--- config.mk ---
export PLATFORM = sky130hd
export DESIGN_NAME = tx_arbiter_flat
export DESIGN_NICKNAME = d
export VERILOG_FILES = /design/src/rtl/tx_arb_if.sv /design/src/rtl/tx_arbiter.sv /design/src/flat_wrapper.sv
export SDC_FILE = /design/constraint.sdc
export NUM_CORES = 1
export LEC_CHECK = 0
export ABC_AREA = 1
export CAP_MARGIN = 10
export CORE_MARGIN = 2
export CORE_UTILIZATION = 35
export CTS_CLUSTER_SIZE = 10
export DETAILED_ROUTE_END_ITERATION = 6
export PLACE_DENSITY_LB_ADDON = 0.1
export SLEW_MARGIN = 20
export SYNTH_ARGS = -nofsm -noshare
export SYNTH_HDL_FRONTEND = slang
export SYNTH_SLANG_ARGS = --single-unit
export TNS_END_PERCENT = 1
--- constraint.sdc ---
create_clock -name sysclk -period 2.1 [get_ports sysclk]
set_input_delay 0.21 -clock sysclk [delete_from_list [all_inputs] [get_ports sysclk]]
set_output_delay 0.21 -clock sysclk [all_outputs]
set_load 0.005 [all_outputs]
--- src/rtl/tx_arb_if.sv ---
// Request/grant and transmitter-side signals of the serial transmit arbiter.
// master: the arbiter; slave: the requesters plus transmitter as seen from outside.
interface tx_arb_if #(
  parameter int NREQ = 4
) ();
  logic [NREQ-1:0]   req;
  logic [8*NREQ-1:0] req_data;
  logic [NREQ-1:0]   grant;
  logic [NREQ-1:0]   done;
  logic [7:0]        tx_data;
  logic              tx_start;
  logic              tx_line;
  logic              busy;
  logic              err_timeout;

  modport master (
    input  req, req_data, tx_line,
    output grant, done, tx_data, tx_start, busy, err_timeout
  );

  modport slave (
    output req, req_data, tx_line,
    input  grant, done, tx_data, tx_start, busy, err_timeout
  );
endinterface

--- src/rtl/tx_arbiter.sv ---
// Shares one serial transmitter between NREQ requesters; round-robin by default,
// fixed lowest-index priority when TX_ARB_FIXED_PRIO_EN is defined.
module tx_arbiter #(
  parameter int NREQ          = 4,
  parameter int CLKS_PER_BIT  = 5208,
  parameter int FRAME_BITS    = 10,
  parameter int GAP_CYCLES    = 16,
  parameter int START_TIMEOUT = 1024
) (
  input  logic      sysclk,
  input  logic      rst_n,
  tx_arb_if.master  bus
);

  localparam int FRAME_LEN = FRAME_BITS * CLKS_PER_BIT;
  localparam int CNT_MAX_A = (FRAME_LEN > START_TIMEOUT) ? FRAME_LEN : START_TIMEOUT;
  localparam int CNT_MAX   = (CNT_MAX_A > GAP_CYCLES) ? CNT_MAX_A : GAP_CYCLES;
  localparam int CNT_W     = $clog2(CNT_MAX + 1);
  localparam int PTR_W     = $clog2(NREQ);

  typedef enum logic [2:0] {
    S_SYNC,
    S_IDLE,
    S_START,
    S_FRAME,
    S_GAP
  } state_t;

  state_t            state_q;
  logic [CNT_W-1:0]  cnt_q;
  logic [PTR_W-1:0]  rr_q;
  logic [PTR_W-1:0]  owner_q;
  logic [NREQ-1:0]   grant_q;
  logic [NREQ-1:0]   done_q;
  logic [7:0]        tx_data_q;
  logic              tx_start_q;
  logic              busy_q;
  logic              err_q;

  logic              win_vld_d;
  logic [PTR_W-1:0]  win_idx_d;
  logic [NREQ-1:0]   win_oh_d;
  logic [7:0]        win_data_d;
  logic [PTR_W-1:0]  rr_d;

`ifdef TX_ARB_FIXED_PRIO_EN
  // Descending scan so the lowest set index is the last one written.
  always_comb begin
    win_vld_d = 1'b0;
    win_idx_d = '0;
    for (int i = NREQ - 1; i >= 0; i--) begin
      if (bus.req[i]) begin
        win_vld_d = 1'b1;
        win_idx_d = PTR_W'(i);
      end
    end
  end

  assign rr_d = '0;
`else
  logic [PTR_W:0] sum;

  // Offsets scanned from far to near, so the first set bit at/after rr_q wins.
  always_comb begin
    win_vld_d = 1'b0;
    win_idx_d = '0;
    sum       = '0;
    for (int i = NREQ - 1; i >= 0; i--) begin
      sum = {1'b0, rr_q} + (PTR_W + 1)'(i);
      if (sum >= (PTR_W + 1)'(NREQ)) sum = sum - (PTR_W + 1)'(NREQ);
      if (bus.req[sum[PTR_W-1:0]]) begin
        win_vld_d = 1'b1;
        win_idx_d = sum[PTR_W-1:0];
      end
    end
  end

  assign rr_d = (win_idx_d == PTR_W'(NREQ - 1)) ? '0 : win_idx_d + 1'b1;
`endif

  always_comb begin
    win_data_d = 8'h00;
    for (int j = 0; j < NREQ; j++) begin
      if (win_idx_d == PTR_W'(j)) win_data_d = bus.req_data[8*j +: 8];
    end
  end

  assign win_oh_d = NREQ'(1) << win_idx_d;

  always_ff @(posedge sysclk or negedge rst_n) begin
    if (!rst_n) begin
      state_q    <= S_SYNC;
      cnt_q      <= '0;
      rr_q       <= '0;
      owner_q    <= '0;
      grant_q    <= '0;
      done_q     <= '0;
      tx_data_q  <= 8'h00;
      tx_start_q <= 1'b0;
      busy_q     <= 1'b1;
      err_q      <= 1'b0;
    end else begin
      grant_q <= '0;
      done_q  <= '0;
      err_q   <= 1'b0;
      case (state_q)
        // The transmitter is not reset with us, so wait for a full idle bit time.
        S_SYNC: begin
          if (!bus.tx_line) begin
            cnt_q <= '0;
          end else if (cnt_q == CNT_W'(CLKS_PER_BIT - 1)) begin
            cnt_q   <= '0;
            busy_q  <= 1'b0;
            state_q <= S_IDLE;
          end else begin
            cnt_q <= cnt_q + 1'b1;
          end
        end
        S_IDLE: begin
          if (win_vld_d) begin
            grant_q    <= win_oh_d;
            tx_data_q  <= win_data_d;
            tx_start_q <= 1'b1;
            owner_q    <= win_idx_d;
            rr_q       <= rr_d;
            cnt_q      <= '0;
            busy_q     <= 1'b1;
            state_q    <= S_START;
          end
        end
        S_START: begin
          if (!bus.tx_line) begin
            tx_start_q <= 1'b0;
            cnt_q      <= CNT_W'(1);
            state_q    <= S_FRAME;
          end else if (cnt_q == CNT_W'(START_TIMEOUT - 1)) begin
            tx_start_q <= 1'b0;
            err_q      <= 1'b1;
            cnt_q      <= '0;
            state_q    <= S_SYNC;
          end else begin
            cnt_q <= cnt_q + 1'b1;
          end
        end
        // Data bits may be low here, so the line is deliberately ignored.
        S_FRAME: begin
          if (cnt_q == CNT_W'(FRAME_LEN - 1)) begin
            done_q  <= NREQ'(1) << owner_q;
            cnt_q   <= '0;
            state_q <= S_GAP;
          end else begin
            cnt_q <= cnt_q + 1'b1;
          end
        end
        S_GAP: begin
          if (!bus.tx_line) begin
            cnt_q <= '0;
          end else if (cnt_q == CNT_W'(GAP_CYCLES - 1)) begin
            cnt_q   <= '0;
            busy_q  <= 1'b0;
            state_q <= S_IDLE;
          end else begin
            cnt_q <= cnt_q + 1'b1;
          end
        end
        default: begin
          cnt_q      <= '0;
          tx_start_q <= 1'b0;
          busy_q     <= 1'b1;
          state_q    <= S_SYNC;
        end
      endcase
    end
  end

  assign bus.grant       = grant_q;
  assign bus.done        = done_q;
  assign bus.tx_data     = tx_data_q;
  assign bus.tx_start    = tx_start_q;
  assign bus.busy        = busy_q;
  assign bus.err_timeout = err_q;

endmodule

--- src/flat_wrapper.sv ---
// flat-port wrapper written by rule: the top's interface ports become plain ports
module tx_arbiter_flat 
#(
  parameter int NREQ          = 4,
  parameter int CLKS_PER_BIT  = 5208,
  parameter int FRAME_BITS    = 10,
  parameter int GAP_CYCLES    = 16,
  parameter int START_TIMEOUT = 1024
)
  (sysclk, rst_n, bus_req, bus_req_data, bus_tx_line, bus_grant, bus_done, bus_tx_data, bus_tx_start, bus_busy, bus_err_timeout);
  tx_arb_if #(.NREQ(NREQ)) bus_i ();
  input  logic sysclk;
  input  logic rst_n;
  input wire logic [$bits(bus_i.req)-1:0] bus_req;
  input wire logic [$bits(bus_i.req_data)-1:0] bus_req_data;
  input wire logic [$bits(bus_i.tx_line)-1:0] bus_tx_line;
  output wire logic [$bits(bus_i.grant)-1:0] bus_grant;
  output wire logic [$bits(bus_i.done)-1:0] bus_done;
  output wire logic [$bits(bus_i.tx_data)-1:0] bus_tx_data;
  output wire logic [$bits(bus_i.tx_start)-1:0] bus_tx_start;
  output wire logic [$bits(bus_i.busy)-1:0] bus_busy;
  output wire logic [$bits(bus_i.err_timeout)-1:0] bus_err_timeout;
  assign bus_i.req = bus_req;
  assign bus_i.req_data = bus_req_data;
  assign bus_i.tx_line = bus_tx_line;
  assign bus_grant = bus_i.grant;
  assign bus_done = bus_i.done;
  assign bus_tx_data = bus_i.tx_data;
  assign bus_tx_start = bus_i.tx_start;
  assign bus_busy = bus_i.busy;
  assign bus_err_timeout = bus_i.err_timeout;
  tx_arbiter #(.NREQ(NREQ), .CLKS_PER_BIT(CLKS_PER_BIT), .FRAME_BITS(FRAME_BITS), .GAP_CYCLES(GAP_CYCLES), .START_TIMEOUT(START_TIMEOUT)) u_core (.sysclk(sysclk), .rst_n(rst_n), .bus(bus_i));
endmodule
==> reports/qor.txt <==
status: finished with violations
failing checks: negative setup slack
worst slew pin tran: 0.566 ns
hold path startpoint: u_core.bus.busy
power share of the clock group: 10.6%
Post-synth EDFFs: 0
main combinational cell family by area after synthesis: simple AND/OR/NAND/NOR gates
syn_nets: 538
Core ar.: 8760 sq um
grt total ovfl: 0
#FFs+latches synth: 42
P_int: 3.03 mW
IO buf count: 57
Layout Skew: 0.00540 ns
fin worst setup slack: -0.0758 ns
Clk pin slew, worst setup/hold paths: 0.09 ns
Layout Cells excl Fill: 681
first-pass GRT wire length: 15.5 mm
mux contribution to synthesized area: 0%
root buf cell: clkbuf_8
distinct cell type count after synthesis: 32
clk_lat worst skew: 0.31 ns
Ports: 58
max-cap viol count: 0
Starting Density: 36.2%
final core utilization: 48.2%
crit path max fanout: 8
Final HPWL DP: 6.75 mm
type of the most critical hold path: flop to flop
unrepaired setup endpoints after global routing: yes
Area contributors post-synth: dfrtp_1 (32%), nand2_1 (21%), nand3_1 (6.5%)
share of the synthesized area in the top cell type: 32.3%
switching power: 2.64 mW
r2r setup slk: -0.08 ns
Nets: 616
Gate power share: 68.1%
simple-gate share of the synthesized area: 44.5%
Syn Inst Count: 494
Pre-antenna DRT Iters: 6
Final setup viols: 9
Iter 0 DRT Violations: 134
htree depth: 2
die span in x: 99.2 microns
die area: 9850 sq um
antenna violations before repair: 0
global placement routability congestion: 0.950
clk sink count: 42
kind of start point of the critical path: flop
sequential share of power: 21.3%
Placed Cells: 664
synthesized cell area: 3170 sq um
sw frac: 46.6%
vias in the first global route: 3,300
wire per inst: 13.5 microns
DRC errors left: 0
Hold Crit Endpoint: u_core.bus.busy
Peak VDD IR: 0.984 mV
# diodes: 0
Synth Area in Compound Gates: 7.88%
P_leak: 2.03 nW
worst path required time: 2.30 ns
FMAX: 460 MHz
final wirelength: 9.21 mm
FF-to-FF Start: u_core.rr_q[0]
via/cell ratio: 4.97
GRT Overall Usage: 19.3%
Min-Delay Path Depth: 2
DR vias: 3,383
largest net degree at the start of global routing: 43
Clock Path Buffers: 2
Rel. slew slack: 62.3%
Synth area leader: dfrtp_1
filler instances: 918
worst r2r path cells: 16
post-synthesis sequential area ratio: 33.1%
Syn Area/Cell: 6.43 sq um
Hold Vio Cnt, Final: 0
Rows: 34
Die Ht: 99.2 microns
post-synthesis xor/xnor area fraction: 1.38%
adder-cell share of the synthesized area: 1.97%
R2R Path End: u_core.bus.tx_data[7]
Post-synth ARST share: 100%
Crit Path Class: flop to flop
Tcrit/Tclk final: 104%
Top FF cell, synth: dfrtp_1
Period minus WS final: 2.18 ns
TritonCTS Buffers: 5
pwr/cell area: 1350 nW/um^2
crit path DAT: 2.38 ns
critical path capture point type: flop
Area Overhead vs Synth: 33.0%
share of cells above drive strength 1: 18.2%
CTS tree: built
Final Max Tran Viols: 0
ANT nets after route: 0
Yosys warnings: 0
placed cells by master (no fill, tap or decap), drive strengths merged, types with 12 or more instances in the layout:
master,n
nand2,193
inv,58
clkdlybuf4s50,56
nor2,48
nand3,43
dfrtp,41
o21ai,33
buf,30
nand4,19
a21oi,13
nor3,12
timing repair:
item	4_1_cts	5_1_grt
endpoints found under the setup margin	9	10
hold endpoints to repair	5	0
cloned	0	1
buffers inserted	5	2
pin swaps	12	12
gates resized for setup	28	8
hold buffers	1	0
state kept, by name, indices dropped and copies added, names as in the netlist:
| register | count |
|---|---|
| u_core.bus.err_timeout | 1 |
| u_core.state_q | 3 |
| u_core.rr_q | 2 |
| u_core.owner_q | 2 |
| u_core.bus.busy | 1 |
| u_core.bus.tx_data | 8 |
| u_core.bus.done | 4 |
| u_core.cnt_q | 16 |
| u_core.bus.tx_start | 1 |
| u_core.bus.grant | 4 |
critical path, stage by stage, from the launching register on:
cell and delay, ns:
dfrtp_2 0.50, inv_8 0.10, nand2_2 0.05, nand2_2 0.07
nand2_2 0.06, nand2_2 0.09, nor2_2 0.04, o21ai_1 0.09
nand2_1 0.08, nand2_2 0.10, buf_4 0.15, ha_4 0.17
clkinvlp_2 0.17, o21ai_0 0.21, o21ai_1 0.07, nand2_1 0.06
nand2_1 0.06
layer usage:
layer  part of all wire (%)  vias up  GRT usage (%)
met5                      0        -              0
met4                    2.0        0           5.80
met3                    6.5       14           3.72
met2                     48       99           32.7
met1                     43     1541           24.9
li1                       -     1729              -
final cells by class:
| class | instances | area, sq um | area share, % |
|---|---|---|---|
| Multi-Input combinational cell | 376 | 1880 | 44.5 |
| Inverter | 59 | 239 | 5.66 |
| Timing Repair Buffer | 87 | 813 | 19.3 |
| Tap cell | 108 | 135 | 3.20 |
| Timing Repair inverter | 1 | 5.00 | 0.119 |
| Sequential cell | 42 | 1050 | 25.0 |
| Clock buffer | 5 | 68.8 | 1.63 |
| Clock inverter | 3 | 28.8 | 0.682 |
power groups by stage:
stage,Sequential [mW],Combinational (mW),Clock [mW]
floorplan,1.18,2.10,0
global placement,1.22,3.11,0
detailed placement,1.22,3.13,0
CTS,1.21,3.60,0.611
global route,1.24,4.37,0.638
finish,1.21,3.87,0.599
synth_stat cells (5+ instances only):
master	count
xor2_1	5
nor2_2	8
inv_1	47
buf_6	5
nor3_1	11
dfrtp_1	41
ha_1	5
nor2_1	38
o21ai_0	28
clkbuf_1	5
nand2_2	15
nand2_1	177
nand3_1	41
nand4_1	19
inv_2	8
a21oi_1	13
how the worst max path moves through the flow:
stage | from | endpoint | slack [ns] | depth (start not counted)
2_1_floorplan | u_core.rr_q[0] | u_core.bus.tx_data[3] | 0.02 | 20
3_3_place_gp | bus_req[0] | u_core.bus.tx_data[6] | -0.32 | 18
3_5_place_dp | bus_req[3] | u_core.bus.tx_data[6] | -0.39 | 18
4_1_cts | u_core.rr_q[0] | u_core.bus.tx_data[3] | -0.02 | 18
5_1_grt | u_core.rr_q[0] | u_core.bus.tx_data[4] | -0.23 | 19
6_report | u_core.rr_q[0] | u_core.bus.tx_data[7] | -0.08 | 16
kinds of logic (layout without fill, tap and decap cells):
group / Yosys count / in the layout
adders and majority gates: 5 / 5
buffers and inverters: 76 / 155
and+or+nand+nor: 318 / 318
DFF: 42 / 42
xor gates and xnor gates: 5 / 5
AOI/OAI and AO/OA: 48 / 48
metrics by stage:
step	cell area [sq um]	TNS, ns	hold WS (ns)	setup slack (ns)	power, mW
floorplan	3190	0	-0.0856	0.0214	3.28
global placement	3930	-2.60	0.331	-0.316	4.32
detailed placement	3930	-3.14	0.335	-0.392	4.35
CTS	4160	-0.0777	0.469	-0.0185	5.42
global route	4220	-1.92	0.517	-0.234	6.25
finish	4220	-0.389	0.466	-0.0758	5.68
Power figures use the tool's default switching activity.
==> edit 1: new RTL, same flow settings <==
`START_TIMEOUT` is set to 1024 in 2 places; all go to 4096.
--- a/src/rtl/tx_arbiter.sv
+++ b/src/rtl/tx_arbiter.sv
@@ -5,7 +5,7 @@
   parameter int CLKS_PER_BIT  = 5208,
   parameter int FRAME_BITS    = 10,
   parameter int GAP_CYCLES    = 16,
-  parameter int START_TIMEOUT = 1024
+  parameter int START_TIMEOUT = 4096
 ) (
   input  logic      sysclk,
   input  logic      rst_n,
--- a/src/flat_wrapper.sv
+++ b/src/flat_wrapper.sv
@@ -5,7 +5,7 @@
   parameter int CLKS_PER_BIT  = 5208,
   parameter int FRAME_BITS    = 10,
   parameter int GAP_CYCLES    = 16,
-  parameter int START_TIMEOUT = 1024
+  parameter int START_TIMEOUT = 4096
 )
   (sysclk, rst_n, bus_req, bus_req_data, bus_tx_line, bus_grant, bus_done, bus_tx_data, bus_tx_start, bus_busy, bus_err_timeout);
   tx_arb_if #(.NREQ(NREQ)) bus_i ();
Behaviour: no difference found for any inputs over 10 cycles, from zero or initial values and one cycle with rst_n low; that may be too few to reach the edited logic, so the function may still have changed.
==> edit 1 against the original RTL <==
The flow still finishes with violations (negative setup slack). Cell count increased by 6.5%. Design area increased by 11%. Largest power group unchanged. Sequential share of layout area decreased by 2.4 points. Power increased by 16%. Routed wire length increased by 11%. Via count increased by 6.1%. Area after synthesis increased by 4.8%. Clock power decreased by 3%. Worst setup slack got worse by 69 ps. Hold slack got worse by 47 ps. Combinational power increased by 24%. Synthesized cell count increased by 2.4%. Sequential cell count unchanged.
==> edit 1: results (changes against the original RTL) <==
Status
  – Outcome: finished with violations
  – Violated checks: negative setup slack

Logic synthesis
  – Mapped Nets: 550 (+2.2%)
  – Seq/Total Area, Yosys: 0.316 (-0.0153)
  – Avg Cell Area, Syn: 6.58 um^2 (+2.4%)
  – YS warnings: 0 (unchanged)
  – Area contributors post-synth: dfrtp_1, nand2_1, nand4_1, nand3_1, nor2_1
  – Post-synth top cells: nand2_1, nor2_1, inv_1
  – Unique masters post-synth: 36 (+13%)

CTS
  – Deepest clock path buffer count: 2 (unchanged)
  – Clk_lat worst skew: 310 ps (about the same)
  – CTS Buf Count: 5 (unchanged)
  – Clk pin slew, worst setup/hold paths: 90 ps (about the same)
  – H-tree levels: 2 (unchanged)

Detailed routing
  – Drt total wl: 10.2 mm (+11%)
  – Drt first pass iters: 5 (-1)
  – Vias: 3,589 (+6.1%)
  – Drt first-iter violations: 234 (+75%)
  – WL/cell: 14.0 um (+3.9%)

Place
  – Gpl congestion: 0.941 (-0.88%)
  – Pre-CTS setup slack: -452 ps (-60.1 ps)
  – DP HPWL: 7.32 mm (+8.3%)
  – Input/output buffers: 57 (unchanged)
  – Placed cells: 701 (+5.6%)

Setup path
  – WP data arrival: 2430 ps (+50 ps)
  – RR Startpoint: u_core.rr_q[0]$_DFFE_PN0P_
  – Critical Path Fanout Max: 8 (unchanged)
  – Crit path largest cell delay: 470 ps (-30 ps)

Timing
  – Final setup fails: 8 (-1)
  – Total negative slack: -1030 ps (-638 ps)
  – Max-slew headroom: 0.648 (+0.0256)
  – Clock skew: 14.9 ps (+9.50 ps)
  – Hold Vio Cnt, Final: 0 (unchanged)
  – Fin worst setup slack: -144 ps (-68.7 ps)

GRT
  – Pin count of the biggest net entering global routing: 30 (-30%)
  – Initial antenna violation count: 0 (unchanged)
  – First-pass GRT wire length: 17.0 mm (+9.7%)
  – All-layer global routing usage: 0.207 (+0.0138)
  – Vias in the first global route: 3,504 (+6.2%)

Min path
  – Hold Crit Class: in2async

Layout
  – Largest register FFs: 16 (unchanged)
  – Fillers: 918 (unchanged)
  – Nets: 639 (+3.7%)
  – Fraction of layout cells with a size suffix above 1: 0.221 (+0.0400)
  – Largest register by flop count: u_core.cnt_q

Pwr
  – Leakage Power: 0.00219 uW (+7.8%)
  – Peak supply drop: 0.000825 V (-16%)
==> edit 1: cell types whose count changed after synthesis, moves of 4 or more <==
cell      change
o211ai_1      +8
nor2_1       +15
nor3_1        -4
nand2_1      -17
o21ai_0      -13
nand4_1      +21
o21ai_1       -4
nor2_2        -5
==> edit 1: report_power, final <==
group	switching, uW	total, uW	internal (uW)
combinational	2550	4810	2260
sequential	179	1210	1040
clock	319	584	265
total	3040	6610	3560
==> edit 1: stage by stage <==
stage                     hold slack, ps  instance area [um^2]  utilization  total power [uW]
after floorplan                    -85.6                  3350            -              3530
after global placement               224                  4200        0.454              4800
after detailed placement             226                  4200        0.454              4820
after CTS                            443                  4550        0.493              6320
after global routing                 464                  4670        0.505              7160
final                                419                  4670        0.505              6610
==> edit 1: cell families (layout without fill, tap and decap cells) <==
group	Yosys count	after routing	synth area share
XOR/XNOR	3	3	0.00790
AND/OR/NAND/NOR	335	335	0.473
AO/OA/AOI/OAI	38	38	0.0703
flip-flops	42	42	0.316
adder cells (fa/ha/maj)	5	5	0.0188
buffers and inverters	83	173	0.114
==> edit 1: timing repair <==
action,4_1_cts,5_1_grt
pin swaps,30,24
endpoints found under the setup margin,11,12
hold buffers,1,0
resized for setup,43,23
buffers inserted,11,3
cloned,1,0
endpoints found under the hold margin,18,0
==> edit 1: path summary, 6_finish.rpt <==
kind	slack [ps]	endpoint	cells after the start
max	-140	u_core.bus.tx_data[4]$_DFFE_PN0P_	18
min	420	u_core.bus.grant[1]$_DFF_PN0_	2
max reg2reg	-140	u_core.bus.tx_data[4]$_DFFE_PN0P_	18
min reg2reg	470	u_core.bus.busy$_DFFE_PN1P_	2
max in group asynchronous	1170	u_core.cnt_q[9]$_DFFE_PN0P_	3
min in group sysclk	470	u_core.bus.busy$_DFFE_PN1P_	2
==> edit 1: layout make-up <==
type / count / share of cell area
Clock buffer: 6 / 0.0177
Clock inverter: 2 / 0.00268
Inverter: 60 / 0.0517
Multi-Input combinational cell: 381 / 0.450
Sequential cell: 42 / 0.226
Tap cell: 129 / 0.0346
Timing Repair Buffer: 105 / 0.218
==> edit 1: per-layer routing <==
layer  GRT usage  vias up  routed length, um
met5           0        -                  0
met4      0.0333        0                 55
met3      0.0242        4                330
met2       0.343       68               4820
met1       0.295     1698               4980
li1            -     1819                  -
==> edit 1: worst register-to-register path, delay by kind of cell (launching register included) <==
| family | cells | cell delay, ps |
|---|---|---|
| adder cells (fa/ha/maj) | 1 | 210 |
| AND/OR/NAND/NOR | 11 | 810 |
| AO/OA/AOI/OAI | 3 | 360 |
| flip-flops | 1 | 470 |
| buffers and inverters | 3 | 300 |
==> edit 2: new RTL, same flow settings <==
Without the edit above. Make the reset (`rst_n`) synchronous in one clocked block.
--- a/src/rtl/tx_arbiter.sv
+++ b/src/rtl/tx_arbiter.sv
@@ -87,7 +87,7 @@
 
   assign win_oh_d = NREQ'(1) << win_idx_d;
 
-  always_ff @(posedge sysclk or negedge rst_n) begin
+  always_ff @(posedge sysclk) begin
     if (!rst_n) begin
       state_q    <= S_SYNC;
       cnt_q      <= '0;
Formal check against the unedited RTL: same outputs for any inputs over 10 cycles, from zero or initial values and one cycle with rst_n low; that may be too few to reach the edited logic, so the function may still have changed.
==> edit 2 against the original RTL <==
The flow still finishes with violations (negative setup slack). Design area is 8.7% lower. Non-clock buffer count grew 11. Worst setup slack improved by 19 ps. Critical endpoint is now u_core.bus.grant[1]$_SDFF_PP0_. Routed wire length down 20%. Area after synthesis shrank 16%. Largest cell class unchanged. Core utilization grew 4.4 points. Sequential cell count did not move.
Power is not compared: it rests on default switching activity, and its combinational part moved more than twofold at a synthesized area within 25%.
==> edit 2: results (changes against the original RTL) <==
Timing
  – Clock skew: 8.78 ps (+3.38 ps)
  – Final setup fails: 2 (-7)
  – Fin worst setup slack: -56.6 ps (+19.1 ps)
  – Max-slew headroom: 0.740 (+0.117)
  – Fin Hold WS: 457 ps (-8.85 ps)

Setup path
  – Setup crit end: u_core.bus.grant[1]$_SDFF_PP0_
  – CP delay by family, top: buffers and inverters
  – Critical Path Fanout Max: 7 (-1)
  – Worst path slowest cell: dfxtp_4

Place
  – DP Area: 3560 um^2 (-9.5%)
  – DP HPWL: 5.51 mm (-18%)

GRT
  – First-pass GRT wire length: 12.1 mm (-22%)
  – Pin count of the biggest net entering global routing: 17 (-60%)

Layout
  – Fillers: 713 (-22%)
  – Nets: 552 (-10%)

Detailed routing
  – Drt first-iter violations: 127 (-5.2%)
  – Vias per cell: 4.70 (-5.5%)
  – Drt first pass iters: 4 (-2)
  – Drt total wl: 7.33 mm (-20%)

Logic synthesis
  – Seq/Total Area, Yosys: 0.316 (-0.0159)
  – Mapped Nets: 460 (-14%)
  – Area contributors post-synth: dfxtp_1, nand2_1, nor2_1, inv_1, nand3_1
  – Unique masters post-synth: 35 (+9.4%)
  – Async SR Flop Fraction: 0 (-1.00)
  – Post-synth top cells: nand2_1, nor2_1, inv_1

Status
  – Outcome: finished with violations
  – Violated checks: negative setup slack

Min path
  – Hold path endpoint: u_core.bus.busy$_SDFFE_PN1P_
## edit 2: cell types whose count changed after synthesis, sizes merged, moves of 8 or more
cell,delta
nand2,-82
a22oi,+8
nor2,+19
dfrtp,-41
nand3,-13
dfxtp,+42
o211ai,+9
## edit 2: stage by stage
step | power [uW] | utilization | TNS, ps | std cells
CTS | 2750 | 0.510 | -38.4 | 605
floorplan | 1550 | - | 0 | 416
global placement | 1990 | 0.485 | -2020 | 590
finish | 2840 | 0.525 | -65.9 | 608
global route | 3030 | 0.525 | -1690 | 608
detailed placement | 1990 | 0.485 | -2510 | 590
## edit 2: cells by family (layout without fill, tap and decap cells)
logic type	count (synthesis)	in the layout	share of synthesized area
AO/OA/AOI/OAI	64	64	0.150
XOR/XNOR	3	3	0.00987
adder cells (fa/ha/maj)	5	5	0.0235
buffers and inverters	72	165	0.114
flip-flops	42	42	0.316
AND/OR/NAND/NOR	230	230	0.387
## edit 2: what timing repair did
item                                    4_1_cts  5_1_grt
endpoints found under the setup margin        8       12
pin swaps                                     3       20
gates resized for setup                      11       28
endpoints found under the hold margin         0        0
buffers inserted                              7        4
## edit 2: power breakdown
part           switching (uW)  total [uW]  internal, uW
Sequential               47.4         907           859
Combinational             632        1280           650
Clock                     297         647           350
Total                     977        2840          1860
## edit 2: final cells by class
type                            instances  area, um^2  area share
Multi-Input combinational cell        302        1620       0.421
Timing Repair Buffer                   98         918       0.238
Sequential cell                        42         848       0.220
Inverter                               59         229      0.0595
Tap cell                               99         124      0.0322
Clock buffer                            5        68.8      0.0179
Clock inverter                          3        40.0      0.0104
## edit 2: layer usage
metal	wire length, um	up-vias	track usage
li1	-	1521	-
met1	3610	1275	0.235
met2	3410	55	0.297
met3	264	4	0.0332
met4	38	0	0.0366
met5	0	-	0
